<file path="config.mk">
export PLATFORM = sky130hd
export DESIGN_NAME = operand_streamer_flat
export DESIGN_NICKNAME = d
export VERILOG_FILES = /design/src/rtl/streamer_pkg.sv /design/src/rtl/operand_streamer_if.sv /design/src/rtl/sync_fifo.sv /design/src/rtl/operand_streamer.sv /design/src/flat_wrapper.sv
export SDC_FILE = /design/constraint.sdc
export NUM_CORES = 1
export LEC_CHECK = 0
export CAP_MARGIN = 20
export CORE_MARGIN = 4
export CORE_UTILIZATION = 30
export DETAILED_ROUTE_END_ITERATION = 8
export HOLD_SLACK_MARGIN = 0.08
export PLACE_DENSITY = 0.49
export SLEW_MARGIN = 30
export SYNTH_ARGS = -nofsm -noshare
export SYNTH_HDL_FRONTEND = slang
export SYNTH_SLANG_ARGS = --single-unit
</file>
<file path="constraint.sdc">
create_clock -name clk -period 4.2 [get_ports clk]
set_input_delay 1.05 -clock clk [delete_from_list [all_inputs] [get_ports clk]]
set_output_delay 1.05 -clock clk [all_outputs]
set_load 0.01 [all_outputs]
</file>
<file path="src/rtl/streamer_pkg.sv">
// streamer_pkg: shared types and default sizes for the operand streamer.
package streamer_pkg;

  localparam int PKG_DATA_W       = 8;
  localparam int PKG_NUM_OPERANDS = 10;

  // Run sequencing: processor reset, operand stream, compute wait, result hold.
  typedef enum logic [2:0] {
    ST_IDLE,
    ST_PRST,
    ST_STREAM,
    ST_COMPUTE,
    ST_HOLD
  } state_t;

endpackage

</file>
<file path="src/rtl/operand_streamer_if.sv">
// operand_streamer_if: host write port, run control, processor link and result
// port of the operand streamer. The host/harness side uses the master modport,
// the streamer uses the slave modport.
// Optional checksum signal present when OPERAND_STREAMER_CHECKSUM_EN is defined.
interface operand_streamer_if
  import streamer_pkg::*;
#(
  parameter int DATA_W = PKG_DATA_W
);

  logic [DATA_W-1:0] wr_data;
  logic              wr_valid;
  logic              wr_ready;
  logic              start;
  logic              busy;
  logic              err;
  logic              proc_reset;
  logic [DATA_W-1:0] next_in;
  logic [DATA_W-1:0] f;
  logic [DATA_W-1:0] result;
  logic              result_valid;
  logic              result_ready;
`ifdef OPERAND_STREAMER_CHECKSUM_EN
  logic [DATA_W-1:0] checksum;

  modport master (
    output wr_data, wr_valid, start, f, result_ready,
    input  wr_ready, busy, err, proc_reset, next_in, result, result_valid, checksum
  );

  modport slave (
    input  wr_data, wr_valid, start, f, result_ready,
    output wr_ready, busy, err, proc_reset, next_in, result, result_valid, checksum
  );
`else
  modport master (
    output wr_data, wr_valid, start, f, result_ready,
    input  wr_ready, busy, err, proc_reset, next_in, result, result_valid
  );

  modport slave (
    input  wr_data, wr_valid, start, f, result_ready,
    output wr_ready, busy, err, proc_reset, next_in, result, result_valid
  );
`endif

endinterface

</file>
<file path="src/rtl/sync_fifo.sv">
// sync_fifo: single-clock FIFO with first-word data visible at the output.
// DEPTH must be a power of two so pointers wrap naturally. Push is refused
// when full (no same-cycle pass-through); pop is ignored when empty.
module sync_fifo #(
  parameter int DATA_W = 8,
  parameter int DEPTH  = 16
) (
  input  logic                   clk,
  input  logic                   reset,
  input  logic                   push,
  input  logic [DATA_W-1:0]      push_data,
  input  logic                   pop,
  output logic [DATA_W-1:0]      pop_data,
  output logic                   full,
  output logic                   empty,
  output logic [$clog2(DEPTH):0] count
);

  localparam int AW = $clog2(DEPTH);

  logic [DATA_W-1:0] mem [DEPTH];
  logic [AW-1:0]     wr_ptr;
  logic [AW-1:0]     rd_ptr;
  logic              do_push;
  logic              do_pop;

  assign full     = (count == (AW+1)'(DEPTH));
  assign empty    = (count == '0);
  assign do_push  = push && !full;
  assign do_pop   = pop && !empty;
  assign pop_data = mem[rd_ptr];

  // Storage write.
  // NOTE: the data array is not reset; pointers and count alone decide which entries are valid.
  always_ff @(posedge clk) begin
    if (do_push) begin
      mem[wr_ptr] <= push_data;
    end
  end

  // Pointer and occupancy tracking; push+pop together leaves count unchanged.
  // NOTE: non-blocking assignments so every register sees pre-edge values of the others.
  always_ff @(posedge clk) begin
    if (reset) begin
      wr_ptr <= '0;
      rd_ptr <= '0;
      count  <= '0;
    end else begin
      if (do_push) wr_ptr <= wr_ptr + 1'b1;
      if (do_pop)  rd_ptr <= rd_ptr + 1'b1;
      case ({do_push, do_pop})
        2'b10:   count <= count + 1'b1;
        2'b01:   count <= count - 1'b1;
        default: count <= count;
      endcase
    end
  end

endmodule

</file>
<file path="src/rtl/operand_streamer.sv">
// operand_streamer: buffers host operand bytes, then on start resets the
// vector processor, streams NUM_OPERANDS bytes on next_in, waits
// COMPUTE_CYCLES, captures f and offers it on a valid/ready result port.
// Optional feature macro: OPERAND_STREAMER_CHECKSUM_EN adds a running
// modulo-2^DATA_W checksum of the bytes streamed in the current/last run.
module operand_streamer
  import streamer_pkg::*;
#(
  parameter int DATA_W         = PKG_DATA_W,
  parameter int NUM_OPERANDS   = PKG_NUM_OPERANDS,
  parameter int FIFO_DEPTH     = 16,
  parameter int COMPUTE_CYCLES = 12
) (
  input logic               clk,
  input logic               reset,
  operand_streamer_if.slave bus
);

  localparam int CNT_W = $clog2(FIFO_DEPTH) + 1;
  localparam int SC_W  = $clog2(NUM_OPERANDS + 1);
  localparam int CC_W  = $clog2(COMPUTE_CYCLES + 1);

  localparam logic [SC_W-1:0]  LAST_STREAM  = SC_W'(NUM_OPERANDS - 1);
  localparam logic [CC_W-1:0]  COMPUTE_LOAD = CC_W'(COMPUTE_CYCLES - 1);
  localparam logic [CNT_W-1:0] RUN_NEED     = CNT_W'(NUM_OPERANDS);

  state_t            state;
  logic [SC_W-1:0]   stream_cnt;
  logic [CC_W-1:0]   compute_cnt;

  logic              fifo_pop;
  logic [DATA_W-1:0] fifo_head;
  logic              fifo_full;
  logic              fifo_empty;
  logic [CNT_W-1:0]  fifo_count;
  logic              start_ok;

  sync_fifo #(
    .DATA_W (DATA_W),
    .DEPTH  (FIFO_DEPTH)
  ) u_fifo (
    .clk       (clk),
    .reset     (reset),
    .push      (bus.wr_valid),
    .push_data (bus.wr_data),
    .pop       (fifo_pop),
    .pop_data  (fifo_head),
    .full      (fifo_full),
    .empty     (fifo_empty),
    .count     (fifo_count)
  );

  // next_in is registered, so each byte is popped one cycle ahead of its
  // STREAM slot: in PRST for byte 0, in STREAM cycle k for byte k+1.
  assign fifo_pop = !fifo_empty &&
                    ((state == ST_PRST) ||
                     ((state == ST_STREAM) && (stream_cnt != LAST_STREAM)));

  assign start_ok       = (fifo_count >= RUN_NEED);
  assign bus.wr_ready   = !fifo_full;
  assign bus.busy       = (state != ST_IDLE);
  assign bus.proc_reset = reset | (state == ST_PRST);

  // Run sequencer with registered next_in, err pulse and result port.
  always_ff @(posedge clk) begin
    if (reset) begin
      state            <= ST_IDLE;
      stream_cnt       <= '0;
      compute_cnt      <= '0;
      bus.next_in      <= '0;
      bus.result       <= '0;
      bus.result_valid <= 1'b0;
      bus.err          <= 1'b0;
    end else begin
      bus.err <= 1'b0;
      case (state)
        ST_IDLE: begin
          if (bus.start) begin
            if (start_ok) state   <= ST_PRST;
            else          bus.err <= 1'b1;
          end
        end
        ST_PRST: begin
          bus.next_in <= fifo_head;
          stream_cnt  <= '0;
          state       <= ST_STREAM;
        end
        ST_STREAM: begin
          if (stream_cnt == LAST_STREAM) begin
            bus.next_in <= '0;
            compute_cnt <= COMPUTE_LOAD;
            state       <= ST_COMPUTE;
          end else begin
            bus.next_in <= fifo_head;
            stream_cnt  <= stream_cnt + 1'b1;
          end
        end
        ST_COMPUTE: begin
          if (compute_cnt == '0) begin
            bus.result       <= bus.f;
            bus.result_valid <= 1'b1;
            state            <= ST_HOLD;
          end else begin
            compute_cnt <= compute_cnt - 1'b1;
          end
        end
        ST_HOLD: begin
          if (bus.result_ready) begin
            bus.result_valid <= 1'b0;
            state            <= ST_IDLE;
          end
        end
        default: state <= ST_IDLE;
      endcase
    end
  end

`ifdef OPERAND_STREAMER_CHECKSUM_EN
  // Checksum clears at PRST, adds each streamed byte, holds until next run.
  always_ff @(posedge clk) begin
    if (reset || (state == ST_PRST)) begin
      bus.checksum <= '0;
    end else if (state == ST_STREAM) begin
      bus.checksum <= bus.checksum + bus.next_in;
    end
  end
`endif

endmodule

</file>
<file path="src/flat_wrapper.sv">
// flat-port wrapper written by rule: the top's interface ports become plain ports
module operand_streamer_flat import streamer_pkg::*;
#(
  parameter int DATA_W         = PKG_DATA_W,
  parameter int NUM_OPERANDS   = PKG_NUM_OPERANDS,
  parameter int FIFO_DEPTH     = 16,
  parameter int COMPUTE_CYCLES = 12
)
  (clk, reset, bus_wr_data, bus_wr_valid, bus_start, bus_f, bus_result_ready, bus_wr_ready, bus_busy, bus_err, bus_proc_reset, bus_next_in, bus_result, bus_result_valid);
  operand_streamer_if #(.DATA_W(DATA_W)) bus_i ();
  input logic clk;
  input logic reset;
  input wire logic [$bits(bus_i.wr_data)-1:0] bus_wr_data;
  input wire logic [$bits(bus_i.wr_valid)-1:0] bus_wr_valid;
  input wire logic [$bits(bus_i.start)-1:0] bus_start;
  input wire logic [$bits(bus_i.f)-1:0] bus_f;
  input wire logic [$bits(bus_i.result_ready)-1:0] bus_result_ready;
  output wire logic [$bits(bus_i.wr_ready)-1:0] bus_wr_ready;
  output wire logic [$bits(bus_i.busy)-1:0] bus_busy;
  output wire logic [$bits(bus_i.err)-1:0] bus_err;
  output wire logic [$bits(bus_i.proc_reset)-1:0] bus_proc_reset;
  output wire logic [$bits(bus_i.next_in)-1:0] bus_next_in;
  output wire logic [$bits(bus_i.result)-1:0] bus_result;
  output wire logic [$bits(bus_i.result_valid)-1:0] bus_result_valid;
  assign bus_i.wr_data = bus_wr_data;
  assign bus_i.wr_valid = bus_wr_valid;
  assign bus_i.start = bus_start;
  assign bus_i.f = bus_f;
  assign bus_i.result_ready = bus_result_ready;
  assign bus_wr_ready = bus_i.wr_ready;
  assign bus_busy = bus_i.busy;
  assign bus_err = bus_i.err;
  assign bus_proc_reset = bus_i.proc_reset;
  assign bus_next_in = bus_i.next_in;
  assign bus_result = bus_i.result;
  assign bus_result_valid = bus_i.result_valid;
  operand_streamer #(.DATA_W(DATA_W), .NUM_OPERANDS(NUM_OPERANDS), .FIFO_DEPTH(FIFO_DEPTH), .COMPUTE_CYCLES(COMPUTE_CYCLES)) u_core (.clk(clk), .reset(reset), .bus(bus_i));
endmodule
</file>
Yosys cells after proc, flatten, opt, wreduce, memory -nomap -nowiden
Memory sizes are Yosys's and may differ from the RTL's. A register that Yosys moved wholly into a read port is not among the register bits.
Cells that the tools add are included.

cells by class
  $add $sub $neg = 6
  magnitude comparators = 1
  eq/ne operators = 16
  mux-type cells = 22
  bitwise logic cells = 3
  reductions and logical operators = 21

operators with widths
  kind                 count
  $mux 4               5
  $pmux 4 s2           2
  $pmux 8 s2           1
  $mux 3               5
  $pmux 3 s5           1
  $add 4x1->4 const B  3
  $ne 2x2->1 const B   5
  $pmux 5 s2           1
  $mux 8               1
  $reduce_bool 2->1    4
  $eq 3x2->1 const B   2
  $reduce_and 3->1     2
  $add 5x1->5 const B  1
  $eq 5x5->1 const B   1
  $ge 5x4->1 const B   1
  $logic_not 5->1      1
  $mux 1               5
  $reduce_and 5->1     1
  $sub 5x1->5 const B  1
  $eq 4x4->1 const B   1
  $logic_and 1x1->1    4
  $logic_not 4->1      1
  $ne 2x1->1 const B   2
  $ne 4x4->1 const B   1
  other kinds (14)     17

word-level totals
  register bits = 42
  RAM bits = 128
  bits of input ports = 21
  output and inout port bits = 21
  logic and storage cells = 80
  memories = 1

memories
  name               depth  width  read ports  clocked after Yosys merged registers in  wr ports  RTL line         text
  u_core.u_fifo.mem  16     8      1           1                                        1         sync_fifo.sv:21  logic [DATA_W-1:0] mem [DEPTH];

Logic depth before layout (Yosys ltp)
Gate-level depths: netlist of the first run.

  depth after elaboration = 7
  depth in mapped cells = 14

Hierarchy
From an unflattened synthesis of the first run, not the netlist that was laid out.

second synthesis, totals
  cells, all modules = 470
  area, all modules = 7,427.1 um2

modules (own cells, without submodules)
  module            instances  cells each  area an instance (um2)  sequential area each (um2)
  sync_fifo         1          305         5,974.5                 4,184.0
  operand_streamer  1          165         1,452.6                 580.6

Worst setup path before layout of the first run
OpenSTA, ideal clock, no wires.

  path type = input to register
  start = input port bus_wr_valid
  end = register u_core.u_fifo.count[4]
  setup time = 0.130 ns
  arrival = 2.966 ns
  data required time = 4.070 ns
  setup slack = 1.105 ns
  cell stages on the path = 10
  path buffers = 1
  path through = a21boi_2 > inv_1 > ha_1 > buf_2 > xor2_1 > ha_1 > or4_1 > a21oi_1 > o21a_1 > nor3_2

on the way
  word-level cells in the longest chain between the ends = 3
  elaborated cells on any way between the ends = 5
  classes of those cells = eq/ne: 2; mux: 1; reduce/logical: 2

RTL lines
  element                                          RTL line            text
  from (decl)                                      flat_wrapper.sv:14  input wire logic [$bits(bus_i.wr_valid)-1:0] bus_wr_valid;
  $logic_and 1x1->1 (*)                            sync_fifo.sv:29     assign do_push = push && !full;
  $eq 2x1->1 or $eq 2x2->1 (tied branches)         sync_fifo.sv:51     case ({do_push, do_pop})
  $pmux 5 s2 or $reduce_bool 2->1 (tied branches)  -
  to (signal assigned)                             sync_fifo.sv:52     2'b10: count <= count + 1'b1;
  to (signal assigned)                             sync_fifo.sv:53     2'b01: count <= count - 1'b1;
  to (signal assigned)                             sync_fifo.sv:54     default: count <= count;
  to (decl)                                        sync_fifo.sv:16     output logic [$clog2(DEPTH):0] count

Mark *: on every way between the ends. The rest lies on a longest branch, timed or not.
A chain may end at the register's enable or synchronous reset.

Worst setup path after layout of the first run
  start = input port reset
  end = output port bus_proc_reset

on the way
  word-level cells in the longest chain between the ends = 1

RTL lines
  element      RTL line                text
  from (decl)  flat_wrapper.sv:12      input logic reset;
  $or 1x1->1   operand_streamer.sv:62  assign bus.proc_reset = reset | (state == ST_PRST);
  to (decl)    flat_wrapper.sv:21      output wire logic [$bits(bus_i.proc_reset)-1:0] bus_proc_reset;

Every way passes these cells.

==> results of run 1 <==
## registers in the layout, summed over array words and instances (netlist names), named ones only
signal                   flops
u_core.u_fifo.count          5
u_core.bus.result            8
u_core.u_fifo.rd_ptr         4
u_core.bus.err               1
u_core.bus.result_valid      1
u_core.state                 3
u_core.stream_cnt            4
u_core.compute_cnt           4
u_core.u_fifo.wr_ptr         4
u_core.u_fifo.mem          128
u_core.bus.next_in           8
## kinds of logic (layout without fill, tap and decap cells)
group / after synthesis / after routing
AO/OA/AOI/OAI: 56 / 56
AND/OR/NAND/NOR: 127 / 127
flip-flops: 174 / 174
multiplexers: 51 / 51
adder cells (fa/ha/maj): 10 / 10
XOR/XNOR: 11 / 11
buffers and inverters: 35 / 105
## worst max path at each step
stage                                             start                                  end  cells after the start
floorplan                                  bus_wr_valid  u_core.u_fifo.count[4]$_SDFFE_PP0P_                     10
global placement                           bus_wr_valid  u_core.u_fifo.count[4]$_SDFFE_PP0P_                     10
detailed placement                         bus_wr_valid  u_core.u_fifo.count[4]$_SDFFE_PP0P_                     10
CTS                                               reset                       bus_proc_reset                      4
global route        u_core.u_fifo.count[2]$_SDFFE_PP0P_  u_core.u_fifo.count[4]$_SDFFE_PP0P_                     10
finish                                            reset                       bus_proc_reset                      4
## placed cells by master (no fill, tap or decap), types with 6 or more instances in the layout
cell | Yosys | layout
nor3_1 | 11 | 11
edfxtp_1 | 128 | 128
nor2_1 | 52 | 52
nor2b_1 | 11 | 11
a21oi_1 | 20 | 20
a211oi_1 | 10 | 10
mux2i_1 | 17 | 17
xnor2_1 | 6 | 6
clkdlybuf4s50_1 | 0 | 41
ha_1 | 10 | 10
buf_4 | 0 | 22
nand2_1 | 15 | 15
inv_1 | 11 | 11
clkbuf_16 | 0 | 17
a22o_1 | 8 | 8
dfxtp_1 | 46 | 45
nor3b_1 | 6 | 6
mux4_2 | 32 | 32
## critical path: cells and delay by family
family,cells,cell delay (ps)
AOI/OAI and AO/OA,1,200
buffers and inverters,3,1220
## cell type report
type | count | share of cell area
clock buffers | 17 | 0.0500
clock inverters | 14 | 0.0178
inverters | 11 | 0.00485
multi-input cells | 255 | 0.254
flip-flops and latches | 174 | 0.560
well taps | 313 | 0.0460
repair buffers | 63 | 0.0676
## per-layer routing
layer,up-vias,part of all wire
met5,-,0
met4,0,0.0061
met3,6,0.043
met2,73,0.50
met1,2025,0.45
li1,1899,-
## through the flow
stage | total power, mW | cells
after floorplan | 1.97 | 464
after global placement | 2.04 | 816
after detailed placement | 2.04 | 816
after CTS | 3.60 | 847
after global routing | 3.70 | 847
final | 3.55 | 847
## cell usage after synthesis, drive strengths merged (6+ instances only)
| cell type | n | area, um^2 |
|---|---|---|
| ha | 10 | 125 |
| inv | 11 | 41.3 |
| edfxtp | 128 | 3840 |
| mux2i | 17 | 170 |
| dfxtp | 46 | 921 |
| a22o | 8 | 70.1 |
| a21oi | 20 | 100 |
| nor2b | 11 | 68.8 |
| nand2 | 15 | 56.3 |
| clkbuf | 13 | 48.8 |
| buf | 11 | 65.1 |
| nor2 | 52 | 195 |
| a211oi | 11 | 87.6 |
| nor3 | 12 | 65.1 |
| mux4 | 32 | 721 |
| xnor2 | 6 | 52.6 |
| nor3b | 6 | 45.0 |
## report_power, final
group	switching, mW	internal (mW)
combinational	0.0728	0.0526
sequential	0.0120	1.86
clock	0.708	0.839
total	0.793	2.76
==> results.cfg, run 1 <==
[detailed_routing]
wl_um = 14800
vias = 4003
wl_per_cell_um = 17.4
first_pass_iters = 4
drt_iter0_drc = 228
drc = 0
vias_per_cell = 4.73
ant_nets = 0

[grt]
grt_pass1_vias = 4224
grt_overflow_total = 0
grt_first_pass_wirelength_um = 23700
use_met1 = 0.146
use_met3 = 0.0347
gr-max-usage-layer = met2
antenna_found_initial = 0
use_met2 = 0.207
grt_max_degree = 40
grt_use_total = 0.118

[clocking]
cts_tree = yes
cts_hold_buf = 0
clockRootBuffer = clkbuf_16
cts_setup_buffers = 0
ctsResizeCount = 0
path_clk_slew_ps = 70
htree_num_levels = 4
clock_latency_ps = 420
clock_path_buffers = 2
numCtsBuffers = 17
cts.sinks = 174

[synthesis]
synthMuxAreaShare = 0.130
synth_area_per_cell_um2 = 15.3
synth_flop_cell = edfxtp_1
ys_warn_count = 0
synth_top_family_by_area = multiplexers
synth_edf_count = 128
synth.distinct_cells = 48
synth-simple-area-share = 0.0894
synth_adder_area_share = 0.0177
syn_inst = 464
synth_xor_area_frac = 0.0136
synth_nets = 495
synth-compound-area-share = 0.0550
synth_seq_cells = 174
ys_seq_area_frac = 0.673
synth_area_mm2 = 0.00708
ys_async_sr_fraction = 0

[cells_and_area]
final_area_mm2 = 0.00851
multi_input_area_mm2 = 0.00216
drive_gt1_frac = 0.174
area.growth.synth_to_final_pct = 20.3
n_fill_cell = 2185
seqCellArea_mm2 = 0.00477
nets = 553
final_util = 0.372
antenna_cells = 0

[critical_path]
end_kind = primary output
r2r_slack_ps = 780
r2r_end = u_core.u_fifo.count[4]$_SDFFE_PP0P_
cpMaxStageDelayCell = clkdlybuf4s50_1
reg2reg_from = u_core.u_fifo.count[2]$_SDFFE_PP0P_
worst-setup-path-type = primary input to primary output
worstPathMaxFanout = 7
slowest_delay_ps = 630
worstPathCellList = clkdlybuf4s50_1 -> inv_1 -> o21ai_0 -> clkdlybuf4s50_1
crit_top_cell = clkdlybuf4s50_1
r2r_cells = 10
worstPathArrival_ps = 2470
startpoint_type = primary input
required_ps = 3150

[timing]
skew_ps = 7.49
finalSetupViolations = 0
hold_viol_final = 0
setup_tns_ps = 0
fmax_mhz = 284
final_min_period_over_clock_period = 0.839
tightest_slew_ps = 751
finalMaxSlewViolations = 0
fin_ws_ps = 676
period_minus_slack_ps = 3520
hold_slack_ps = 479
grt_setup_unrepaired = false
slew-limit-headroom = 0.497

[flow_run]
maxCapViolations = 0

[die]
die_w_um = 162
placementRows = 55
die_y_um = 162
io_pins = 42
core_area_mm2 = 0.0229
die_area_mm2 = 0.0261
start_util = 0.309

[worst_hold_path]
holdPathStages = 2
hold_end = u_core.bus.result_valid$_SDFFE_PP0P_
hold_start = u_core.bus.result_valid$_SDFFE_PP0P_
min_path_type = flip-flop to flip-flop

[place]
dpl-instance-area_mm2 = 0.00794
io_buffers = 41
place_congestion = 0.805
dp_worst_setup_slack_ps = 563
post-dp-hpwl_um = 9570

[power_and_ir_drop]
leakage_nw = 2.75
cellPowerDensity_mw_per_mm2 = 417
worst_ir_drop_vdd_v = 0.000224

[outcome]
status = finished, final reports clean
(Power assumes the default switching activity.)
==> run 2, diff against run 1 <==
--- a/config.mk
+++ b/config.mk
@@ -10,7 +10,7 @@
 export CORE_UTILIZATION = 30
 export DETAILED_ROUTE_END_ITERATION = 8
 export HOLD_SLACK_MARGIN = 0.08
-export PLACE_DENSITY = 0.49
+export PLACE_DENSITY = 0.5
 export SLEW_MARGIN = 30
 export SYNTH_ARGS = -nofsm -noshare
 export SYNTH_HDL_FRONTEND = slang
==> constraint.sdc (replaced) <==
create_clock -name clk -period 2.8 [get_ports clk]
set_input_delay 0.7 -clock clk [delete_from_list [all_inputs] [get_ports clk]]
set_output_delay 0.7 -clock clk [all_outputs]
set_load 0.01 [all_outputs]
==> run 2 against run 1 <==
  * Sequential cell count did not move
  * Utilization rose by 0.89 points
  * Global-route usage fell by 0.13 points
  * Worst hold slack improved by 3.8 ps
  * Count of clock-buffer cells in the layout did not move
  * Sequential share of layout area fell by 1.3 points
  * Power rose by 51%
  * Critical path type unchanged
  * Largest power group unchanged
==> results.cfg, run 2 (same netlist as run 1, synthesis figures left out) <==
[clocking]
clock_path_buffers = 2
htree_num_levels = 4
cts_hold_buf = 0
cts.sinks = 174
path_clk_slew_ps = 70
ctsResizeCount = 0
clockRootBuffer = clkbuf_16
cts_tree = yes
cts_setup_buffers = 0
numCtsBuffers = 17
clock_latency_ps = 430

[grt]
grt_pass1_vias = 4210
grt_overflow_total = 0
grt_max_degree = 40
grt_first_pass_wirelength_um = 23400
antenna_found_initial = 0
grt_use_total = 0.117

[worst_hold_path]
holdPathStages = 2
min_path_type = flip-flop to flip-flop

[cells_and_area]
largest_reg_flops = 128
final_area_mm2 = 0.00872
nets = 571
antenna_cells = 0
layout_commonest_cell = edfxtp_1
drive_gt1_frac = 0.213
top_regs = u_core.u_fifo.mem: 128 flops, u_core.bus.next_in: 8 flops, u_core.bus.result: 8 flops
area.growth.synth_to_final_pct = 23.1
layout_common_cells = edfxtp_1 (128), nor2_1 (51), dfxtp_1 (44)
largest-register = u_core.u_fifo.mem

[detailed_routing]
vias = 4053
vias_per_cell = 4.68
drc = 0
drt_iter0_drc = 244
first_pass_iters = 4
wl_per_cell_um = 16.9
wl_um = 14700
ant_nets = 0

[critical_path]
required_ps = 2100
cpMaxStageDelayCell = clkdlybuf4s50_1
crit_top_cell = clkdlybuf4s50_1
worstPathCellList = clkdlybuf4s50_1 -> inv_1 -> o21ai_1 -> clkdlybuf4s50_1
r2r_cells = 10
end_kind = primary output
slowest_delay_ps = 590
startpoint_type = primary input
worst-setup-path-type = primary input to primary output
worstPathArrival_ps = 1950
worstPathMaxFanout = 2

[timing]
skew_ps = 9.14
hold_viol_final = 0
period_minus_slack_ps = 2650
grt_setup_unrepaired = false
tightest_slew_ps = 721
setup_tns_ps = 0
finalMaxSlewViolations = 0
finalSetupViolations = 0
final_min_period_over_clock_period = 0.947
fin_ws_ps = 148
fmax_mhz = 377
slew-limit-headroom = 0.518

[place]
post-dp-hpwl_um = 9750
dp_worst_setup_slack_ps = -239
place_congestion = 0.767
io_buffers = 41
dpl-instance-area_mm2 = 0.00810

[power_and_ir_drop]
pwr-share-seq = 0.526
p_int_mw = 4.09
p_switching_mw = 1.25
worst_ir_drop_vdd_v = 0.000407
combinationalPowerShare = 0.040
leakage_nw = 2.87
cellPowerDensity_mw_per_mm2 = 613
swShare = 0.234
totalPowerFinal_mw = 5.35
pwr-share-clk = 0.434

[die]
placementRows = 55
die_area_mm2 = 0.0261
core_area_mm2 = 0.0229
io_pins = 42
start_util = 0.309
die_w_um = 162
die_y_um = 162

[outcome]
status = finished, final reports clean

[flow_run]
maxCapViolations = 0
## run 2: changes by cell type in the layout (fill, tap and decap cells not counted), sizes merged
cell | previous run | this run
buf | 22 | 40
bufinv | 1 | 0
clkinv | 2 | 6
clkinvlp | 3 | 1
## run 2: area by class of cell
| class | instances | area [um^2] |
|---|---|---|
| fillers | 2142 | 14200 |
| flip-flops and latches | 174 | 4770 |
| multi-input cells | 255 | 2200 |
| repair buffers | 81 | 723 |
| clock buffers | 17 | 425 |
| well taps | 313 | 392 |
| clock inverters | 15 | 168 |
| inverters | 11 | 41.3 |
## run 2: per-stage QoR
step                instances   util  hold WS (ps)
finish                    866  0.380           483
global route              866  0.380           514
CTS                       866  0.379           488
detailed placement        834  0.353           471
global placement          834  0.353           466
floorplan                 464      -           467
## run 2: critical path: cells and delay by family
kind	cells	cell delay, ps
buffers and inverters	3	1130
AO/OA/AOI/OAI	1	130
## run 2: power groups by stage
| stage | combinational, mW | sequential (mW) | clock [mW] |
|---|---|---|---|
| after global placement | 0.208 | 2.87 | 0 |
| after CTS | 0.212 | 2.81 | 2.40 |
| after detailed placement | 0.211 | 2.87 | 0 |
| after global routing | 0.238 | 2.82 | 2.52 |
| final | 0.214 | 2.81 | 2.32 |
| after floorplan | 0.0964 | 2.87 | 0 |
## run 2: per-layer routing
metal | GRT usage | wire length (um)
met4 | 0.0308 | 116
met3 | 0.0350 | 712
met5 | 0 | 0
met1 | 0.146 | 6410
met2 | 0.198 | 7430
## run 2: worst paths after layout
path                                              from                                    to  slack (ps)
setup / recovery                                 reset                        bus_proc_reset         150
hold / removal    u_core.bus.result_valid$_SDFFE_PP0P_  u_core.bus.result_valid$_SDFFE_PP0P_         480
setup reg to reg   u_core.u_fifo.count[0]$_SDFFE_PP0P_   u_core.u_fifo.count[4]$_SDFFE_PP0P_         220
hold reg to reg   u_core.bus.result_valid$_SDFFE_PP0P_  u_core.bus.result_valid$_SDFFE_PP0P_         480
